## src/rtl/mips_mc_ctrl_if.sv

```systemverilog
// Control bundle between the multicycle MIPS main FSM and the datapath:
// instruction fields and memory handshake in, every datapath select/enable out.
interface mips_mc_ctrl_if;
  logic [5:0] Op;
  logic [5:0] Funct;
  logic       MemReady;
  logic       PCWrite;
  logic       Branch;
  logic [1:0] PCSrc;
  logic       IorD;
  logic       MemRead;
  logic       MemWrite;
  logic       IRWrite;
  logic       RegDst;
  logic       MemtoReg;
  logic       RegWrite;
  logic       AluSrcA;
  logic [1:0] AluSrcB;
  logic [1:0] AluSel;
  logic       ExtOp;
  logic       InstrDone;
  logic       IllegalOp;
  logic [3:0] State;

  modport master (
    input  Op, Funct, MemReady,
    output PCWrite, Branch, PCSrc, IorD, MemRead, MemWrite, IRWrite, RegDst,
           MemtoReg, RegWrite, AluSrcA, AluSrcB, AluSel, ExtOp, InstrDone,
           IllegalOp, State
  );

  modport slave (
    output Op, Funct, MemReady,
    input  PCWrite, Branch, PCSrc, IorD, MemRead, MemWrite, IRWrite, RegDst,
           MemtoReg, RegWrite, AluSrcA, AluSrcB, AluSel, ExtOp, InstrDone,
           IllegalOp, State
  );
endinterface

```

## src/rtl/mips_mc_ctrl.sv

```systemverilog
// Main control FSM of the multicycle MIPS core. Only the state is registered;
// every control output is a decode of the state (plus MemReady/Op where needed).
module mips_mc_ctrl #(
  parameter bit MEM_WAIT = 1'b1
) (
  input  logic           clk,
  input  logic           reset,
  mips_mc_ctrl_if.master bus
);

  typedef enum logic [3:0] {
    S_RST    = 4'd0,  S_FETCH = 4'd1,  S_DECODE = 4'd2,  S_MEMADR = 4'd3,
    S_MEMRD  = 4'd4,  S_MEMWB = 4'd5,  S_MEMWR  = 4'd6,  S_REXE   = 4'd7,
    S_RWB    = 4'd8,  S_BEQEX = 4'd9,  S_IEXE   = 4'd10, S_IWB    = 4'd11,
    S_JEX    = 4'd12
  } state_t;

  state_t state_r;
  logic   mem_ready_s;
  logic   op_lw_s, op_sw_s, op_r_s, op_beq_s, op_j_s, op_imm_s, op_zext_s;
  logic   funct_ok_s, illegal_s, valid_s;

  assign mem_ready_s = MEM_WAIT ? bus.MemReady : 1'b1;

  assign op_lw_s   = (bus.Op == 6'b100011);
  assign op_sw_s   = (bus.Op == 6'b101011);
  assign op_r_s    = (bus.Op == 6'b000000);
  assign op_beq_s  = (bus.Op == 6'b000100);
  assign op_j_s    = (bus.Op == 6'b000010);
  assign op_zext_s = (bus.Op == 6'b001100) || (bus.Op == 6'b001101);
  assign op_imm_s  = op_zext_s || (bus.Op == 6'b001000) || (bus.Op == 6'b001010);

  assign funct_ok_s = (bus.Funct == 6'b100000) || (bus.Funct == 6'b100010) ||
                      (bus.Funct == 6'b100100) || (bus.Funct == 6'b100101) ||
                      (bus.Funct == 6'b101010) || (bus.Funct == 6'b000000);

  assign illegal_s = !(op_lw_s || op_sw_s || op_beq_s || op_j_s || op_imm_s ||
                       (op_r_s && funct_ok_s));

  // RST and the unused codes 13-15 drive everything low, including ExtOp
  assign valid_s   = (state_r != S_RST) && (state_r <= S_JEX);
  assign bus.State = state_r;

  // State sequencing; reset aborts any instruction in flight
  always_ff @(posedge clk or posedge reset) begin
    if (reset) begin
      state_r <= S_RST;
    end else begin
      case (state_r)
        S_RST:    state_r <= S_FETCH;
        S_FETCH:  state_r <= mem_ready_s ? S_DECODE : S_FETCH;
        S_DECODE: begin
          if (illegal_s)                  state_r <= S_FETCH;
          else if (op_lw_s || op_sw_s)    state_r <= S_MEMADR;
          else if (op_r_s)                state_r <= S_REXE;
          else if (op_beq_s)              state_r <= S_BEQEX;
          else if (op_imm_s)              state_r <= S_IEXE;
          else if (op_j_s)                state_r <= S_JEX;
          else                            state_r <= S_FETCH;
        end
        S_MEMADR: state_r <= op_sw_s ? S_MEMWR : S_MEMRD;
        S_MEMRD:  state_r <= mem_ready_s ? S_MEMWB : S_MEMRD;
        S_MEMWB:  state_r <= S_FETCH;
        S_MEMWR:  state_r <= mem_ready_s ? S_FETCH : S_MEMWR;
        S_REXE:   state_r <= S_RWB;
        S_RWB:    state_r <= S_FETCH;
        S_BEQEX:  state_r <= S_FETCH;
        S_IEXE:   state_r <= S_IWB;
        S_IWB:    state_r <= S_FETCH;
        S_JEX:    state_r <= S_FETCH;
        default:  state_r <= S_FETCH;
      endcase
    end
  end

  // Datapath control decode from the current state
  always_comb begin
    bus.PCWrite   = 1'b0;
    bus.Branch    = 1'b0;
    bus.PCSrc     = 2'b00;
    bus.IorD      = 1'b0;
    bus.MemRead   = 1'b0;
    bus.MemWrite  = 1'b0;
    bus.IRWrite   = 1'b0;
    bus.RegDst    = 1'b0;
    bus.MemtoReg  = 1'b0;
    bus.RegWrite  = 1'b0;
    bus.AluSrcA   = 1'b0;
    bus.AluSrcB   = 2'b00;
    bus.AluSel    = 2'b00;
    bus.ExtOp     = valid_s;
    bus.InstrDone = 1'b0;
    bus.IllegalOp = 1'b0;
    case (state_r)
      S_FETCH: begin
        bus.MemRead = 1'b1;
        bus.AluSrcB = 2'b01;
        bus.IRWrite = mem_ready_s;
        bus.PCWrite = mem_ready_s;
      end
      S_DECODE: begin
        bus.AluSrcB   = 2'b11;
        bus.IllegalOp = illegal_s;
      end
      S_MEMADR: begin
        bus.AluSrcA = 1'b1;
        bus.AluSrcB = 2'b10;
      end
      S_MEMRD: begin
        bus.IorD    = 1'b1;
        bus.MemRead = 1'b1;
      end
      S_MEMWB: begin
        bus.MemtoReg  = 1'b1;
        bus.RegWrite  = 1'b1;
        bus.InstrDone = 1'b1;
      end
      S_MEMWR: begin
        bus.IorD      = 1'b1;
        bus.MemWrite  = 1'b1;
        bus.InstrDone = mem_ready_s;
      end
      S_REXE: begin
        bus.AluSrcA = 1'b1;
        bus.AluSel  = 2'b10;
      end
      S_RWB: begin
        bus.RegDst    = 1'b1;
        bus.RegWrite  = 1'b1;
        bus.InstrDone = 1'b1;
      end
      S_BEQEX: begin
        bus.AluSrcA   = 1'b1;
        bus.AluSel    = 2'b01;
        bus.Branch    = 1'b1;
        bus.PCSrc     = 2'b01;
        bus.InstrDone = 1'b1;
      end
      S_IEXE: begin
        bus.AluSrcA = 1'b1;
        bus.AluSrcB = 2'b10;
        bus.AluSel  = 2'b10;
        bus.ExtOp   = !op_zext_s;
      end
      S_IWB: begin
        bus.RegWrite  = 1'b1;
        bus.InstrDone = 1'b1;
      end
      S_JEX: begin
        bus.PCSrc     = 2'b10;
        bus.PCWrite   = 1'b1;
        bus.InstrDone = 1'b1;
      end
      default: begin
        bus.ExtOp = 1'b0;
      end
    endcase
  end

endmodule

```

## src/flat_wrapper.sv

```systemverilog
// flat-port wrapper written by rule: the top's interface ports become plain ports
module mips_mc_ctrl_flat 
#(
  parameter bit MEM_WAIT = 1'b1
)
  (clk, reset, bus_Op, bus_Funct, bus_MemReady, bus_PCWrite, bus_Branch, bus_PCSrc, bus_IorD, bus_MemRead, bus_MemWrite, bus_IRWrite, bus_RegDst, bus_MemtoReg, bus_RegWrite, bus_AluSrcA, bus_AluSrcB, bus_AluSel, bus_ExtOp, bus_InstrDone, bus_IllegalOp, bus_State);
  mips_mc_ctrl_if bus_i ();
  input  logic clk;
  input  logic reset;
  input wire logic [$bits(bus_i.Op)-1:0] bus_Op;
  input wire logic [$bits(bus_i.Funct)-1:0] bus_Funct;
  input wire logic [$bits(bus_i.MemReady)-1:0] bus_MemReady;
  output wire logic [$bits(bus_i.PCWrite)-1:0] bus_PCWrite;
  output wire logic [$bits(bus_i.Branch)-1:0] bus_Branch;
  output wire logic [$bits(bus_i.PCSrc)-1:0] bus_PCSrc;
  output wire logic [$bits(bus_i.IorD)-1:0] bus_IorD;
  output wire logic [$bits(bus_i.MemRead)-1:0] bus_MemRead;
  output wire logic [$bits(bus_i.MemWrite)-1:0] bus_MemWrite;
  output wire logic [$bits(bus_i.IRWrite)-1:0] bus_IRWrite;
  output wire logic [$bits(bus_i.RegDst)-1:0] bus_RegDst;
  output wire logic [$bits(bus_i.MemtoReg)-1:0] bus_MemtoReg;
  output wire logic [$bits(bus_i.RegWrite)-1:0] bus_RegWrite;
  output wire logic [$bits(bus_i.AluSrcA)-1:0] bus_AluSrcA;
  output wire logic [$bits(bus_i.AluSrcB)-1:0] bus_AluSrcB;
  output wire logic [$bits(bus_i.AluSel)-1:0] bus_AluSel;
  output wire logic [$bits(bus_i.ExtOp)-1:0] bus_ExtOp;
  output wire logic [$bits(bus_i.InstrDone)-1:0] bus_InstrDone;
  output wire logic [$bits(bus_i.IllegalOp)-1:0] bus_IllegalOp;
  output wire logic [$bits(bus_i.State)-1:0] bus_State;
  assign bus_i.Op = bus_Op;
  assign bus_i.Funct = bus_Funct;
  assign bus_i.MemReady = bus_MemReady;
  assign bus_PCWrite = bus_i.PCWrite;
  assign bus_Branch = bus_i.Branch;
  assign bus_PCSrc = bus_i.PCSrc;
  assign bus_IorD = bus_i.IorD;
  assign bus_MemRead = bus_i.MemRead;
  assign bus_MemWrite = bus_i.MemWrite;
  assign bus_IRWrite = bus_i.IRWrite;
  assign bus_RegDst = bus_i.RegDst;
  assign bus_MemtoReg = bus_i.MemtoReg;
  assign bus_RegWrite = bus_i.RegWrite;
  assign bus_AluSrcA = bus_i.AluSrcA;
  assign bus_AluSrcB = bus_i.AluSrcB;
  assign bus_AluSel = bus_i.AluSel;
  assign bus_ExtOp = bus_i.ExtOp;
  assign bus_InstrDone = bus_i.InstrDone;
  assign bus_IllegalOp = bus_i.IllegalOp;
  assign bus_State = bus_i.State;
  mips_mc_ctrl #(.MEM_WAIT(MEM_WAIT)) u_core (.clk(clk), .reset(reset), .bus(bus_i));
endmodule
```

## config.mk

```make
export PLATFORM = sky130hd
export DESIGN_NAME = mips_mc_ctrl_flat
export DESIGN_NICKNAME = d
export VERILOG_FILES = /design/src/rtl/mips_mc_ctrl_if.sv /design/src/rtl/mips_mc_ctrl.sv /design/src/flat_wrapper.sv
export SDC_FILE = /design/constraint.sdc
export NUM_CORES = 1
export LEC_CHECK = 0
export CORE_MARGIN = 4
export CORE_UTILIZATION = 49
export DETAILED_ROUTE_END_ITERATION = 7
export DONT_BUFFER_PORTS = 1
export GPL_ROUTABILITY_DRIVEN = 1
export SLEW_MARGIN = 20
export SYNTH_ARGS = -nofsm -noshare
export SYNTH_HDL_FRONTEND = slang
export SYNTH_SLANG_ARGS = --single-unit
```

## constraint.sdc

```tcl
create_clock -name clk -period 3.7 [get_ports clk]
set_clock_uncertainty 0.2 [all_clocks]
set_input_delay 1.11 -clock clk [delete_from_list [all_inputs] [get_ports clk]]
set_output_delay 1.11 -clock clk [all_outputs]
set_load 0.01 [all_outputs]
```

==> results.toml <==
[clock_tree]
clockBufferDepth = 2
insertion_delay_ns = 0.23
cts_resized = 0
post_cts_buffers = 0
clk_pin_slew_worst_paths_ns = 0.04
cts_htree_levels = 1
cts_hold_buffers = 0
cts_tree = "built"
numCtsBuffers = 3
cts_root_buffer = "clkbuf_4"
cts.sinks = 4

[sta]
post-route-period-util = 0.926
worst_slew_pin_slew_ns = 0.598
final-hold-violation-count = 0
max-slew-margin-rel = 0.601
period_needed_ns = 3.43
rsz0062_at_grt = "no"
max_freq_ghz = 0.292
slew_viol_final = 0
tns_ns = 0
setup_viol = 0
setup_slack_ns = 0.273

[drt]
drt_first_pass_iters = 4
routed_wl_um = 1730
drt_first_iter_violations = 10
vias = 682
wl_per_cell_um = 16.5
ant_nets = 0
via_per_inst = 6.50
drc = 0

[grt]
antenna_found_initial = 0
grt_start_max_net_pins = 20
grt_overflow = 0
grt_pass1_vias = 585
gr-usage-all-layers = 0.180
grt_pass1_wl_um = 2770

[power_and_ir_drop]
p_sw_frac = 0.533
p_int_mw = 0.192
power_mw = 0.410
p_per_area_nw_per_um2 = 606
comb_power_share = 0.547
ir_worst_vdd_mv = 0.299
p_switching_mw = 0.218
p_leak_nw = 0.259
p_seq_frac = 0.323
clockPowerShare = 0.130

[synthesis]
avgSynthCellArea_um2 = 7.08
async_reset_ff_frac = 1.00
yosysTopAreaCellShare = 0.147
yosys_register_bits = 4
yosys_warnings = 0
netlist_instances = 96
synth_ff_type = "dfrtp_1"
syn_area_um2 = 679
synth_area_leader_cell = "dfrtp_1"
syn_nets = 111
yosysMostFrequentCell = "nor2_1"
synthTopCellsByArea = "dfrtp_1, nor2_1, o41ai_1"
synth_edf_count = 0
seq_area_frac_synth = 0.147
ys_types = 42

[die]
die_y_um = 45.2
ios = 38
std_cell_rows = 13
design.core.area_um2 = 1300
die_area_um2 = 2050
die_w_um = 45.2
start_util = 0.522

[placed_design]
dpl.hpwl_um = 1300
place_ws_ns = 0.270
post_dp_cell_area_um2 = 654
gp_congestion = 0.784
numPortBuffers = 0
place_inst = 102

[finish]
finalNonFillerCells = 105
layout-drive-gt1-share = 0.0778
synthToLayoutAreaGrowth_pct = -0.368
antenna_cells = 0
design_area_um2 = 677
fillers = 148
final_net_count = 107
largest_reg_flops = 4

[setup_path]
crit_fanout = 8
startpoint_type = "input port"
critical_path_required_ns = 2.39
path_class = "in2out"
worstPathArrival_ns = 2.12
crit_path_end_kind = "output port"

[job]
cap_violations = 0

[outcome]
outcome = "finished, final reports clean"

[min_path]
worst_hold_path_type = "in2async"
-- stage by stage --
step,hold slack [ns],util
finish,0.444,0.520
global route,0.431,0.520
CTS,0.441,0.520
detailed placement,0.692,0.503
global placement,0.689,0.503
floorplan,0.528,-
-- path summary, 6_finish.rpt --
path	start	end	slack (ns)	cells past startpoint
worst max-delay path	bus_Op[0]	bus_IllegalOp	0.27	4
worst min-delay path	reset	u_core.bus.State[2]	0.44	1
worst max register to register	u_core.bus.State[1]	u_core.bus.State[3]	1.48	4
worst min register to register	u_core.bus.State[2]	u_core.bus.State[1]	0.73	3
max in group asynchronous	reset	u_core.bus.State[3]	2.70	1
min in group clk	u_core.bus.State[2]	u_core.bus.State[1]	0.73	3
-- cells in the final DEF (no fill, tap or decap), types with 2 or more instances in the layout --
| master | count |
|---|---|
| nor2_1 | 12 |
| nor2b_1 | 4 |
| nand2b_1 | 5 |
| nand2_1 | 5 |
| o41ai_1 | 4 |
| a2111oi_0 | 3 |
| a21oi_1 | 5 |
| o21ai_0 | 4 |
| or4bb_1 | 3 |
| nor4b_1 | 2 |
| nor3_1 | 4 |
| or2_1 | 2 |
| and2_1 | 2 |
| nand3b_1 | 2 |
| dfrtp_1 | 4 |
| clkbuf_4 | 3 |
| inv_1 | 5 |
-- power by group through the flow --
stage,Sequential (mW),Clock [mW],Combinational (mW)
2_1_floorplan,0.0817,0,0.245
4_1_cts,0.131,0.0564,0.228
3_3_place_gp,0.132,0,0.226
5_1_grt,0.140,0.0616,0.250
6_report,0.132,0.0533,0.224
3_5_place_dp,0.133,0,0.226
-- metal layers --
| metal | global-route usage | wire, µm |
|---|---|---|
| met1 | 0.250 | 756 |
| met2 | 0.277 | 821 |
| met3 | 0.0637 | 152 |
| met4 | 0.0175 | 0 |
| met5 | 0 | 0 |
-- critical path, cell delays in order --
cell      delay [ns]
or4_4           0.52
nor4_2          0.14
a211oi_1        0.14
nor2b_1         0.20
-- logic make-up after synthesis --
| family | share of synthesized area |
|---|---|
| DFF | 0.147 |
| buffers and inverters | 0.103 |
| xor gates and xnor gates | 0.0258 |
| muxes | 0.0147 |
| and+or+nand+nor | 0.407 |
| AOI/OAI and AO/OA | 0.302 |
-- layout make-up --
cell class	instances	area, µm²	area share
well taps	15	18.8	0.0277
inverters	5	18.8	0.0277
flip-flops and latches	4	100	0.148
multi-input cells	77	509	0.752
clock buffers	3	22.5	0.0333
repair buffers	1	7.51	0.0111
(Power assumes the default switching activity.)
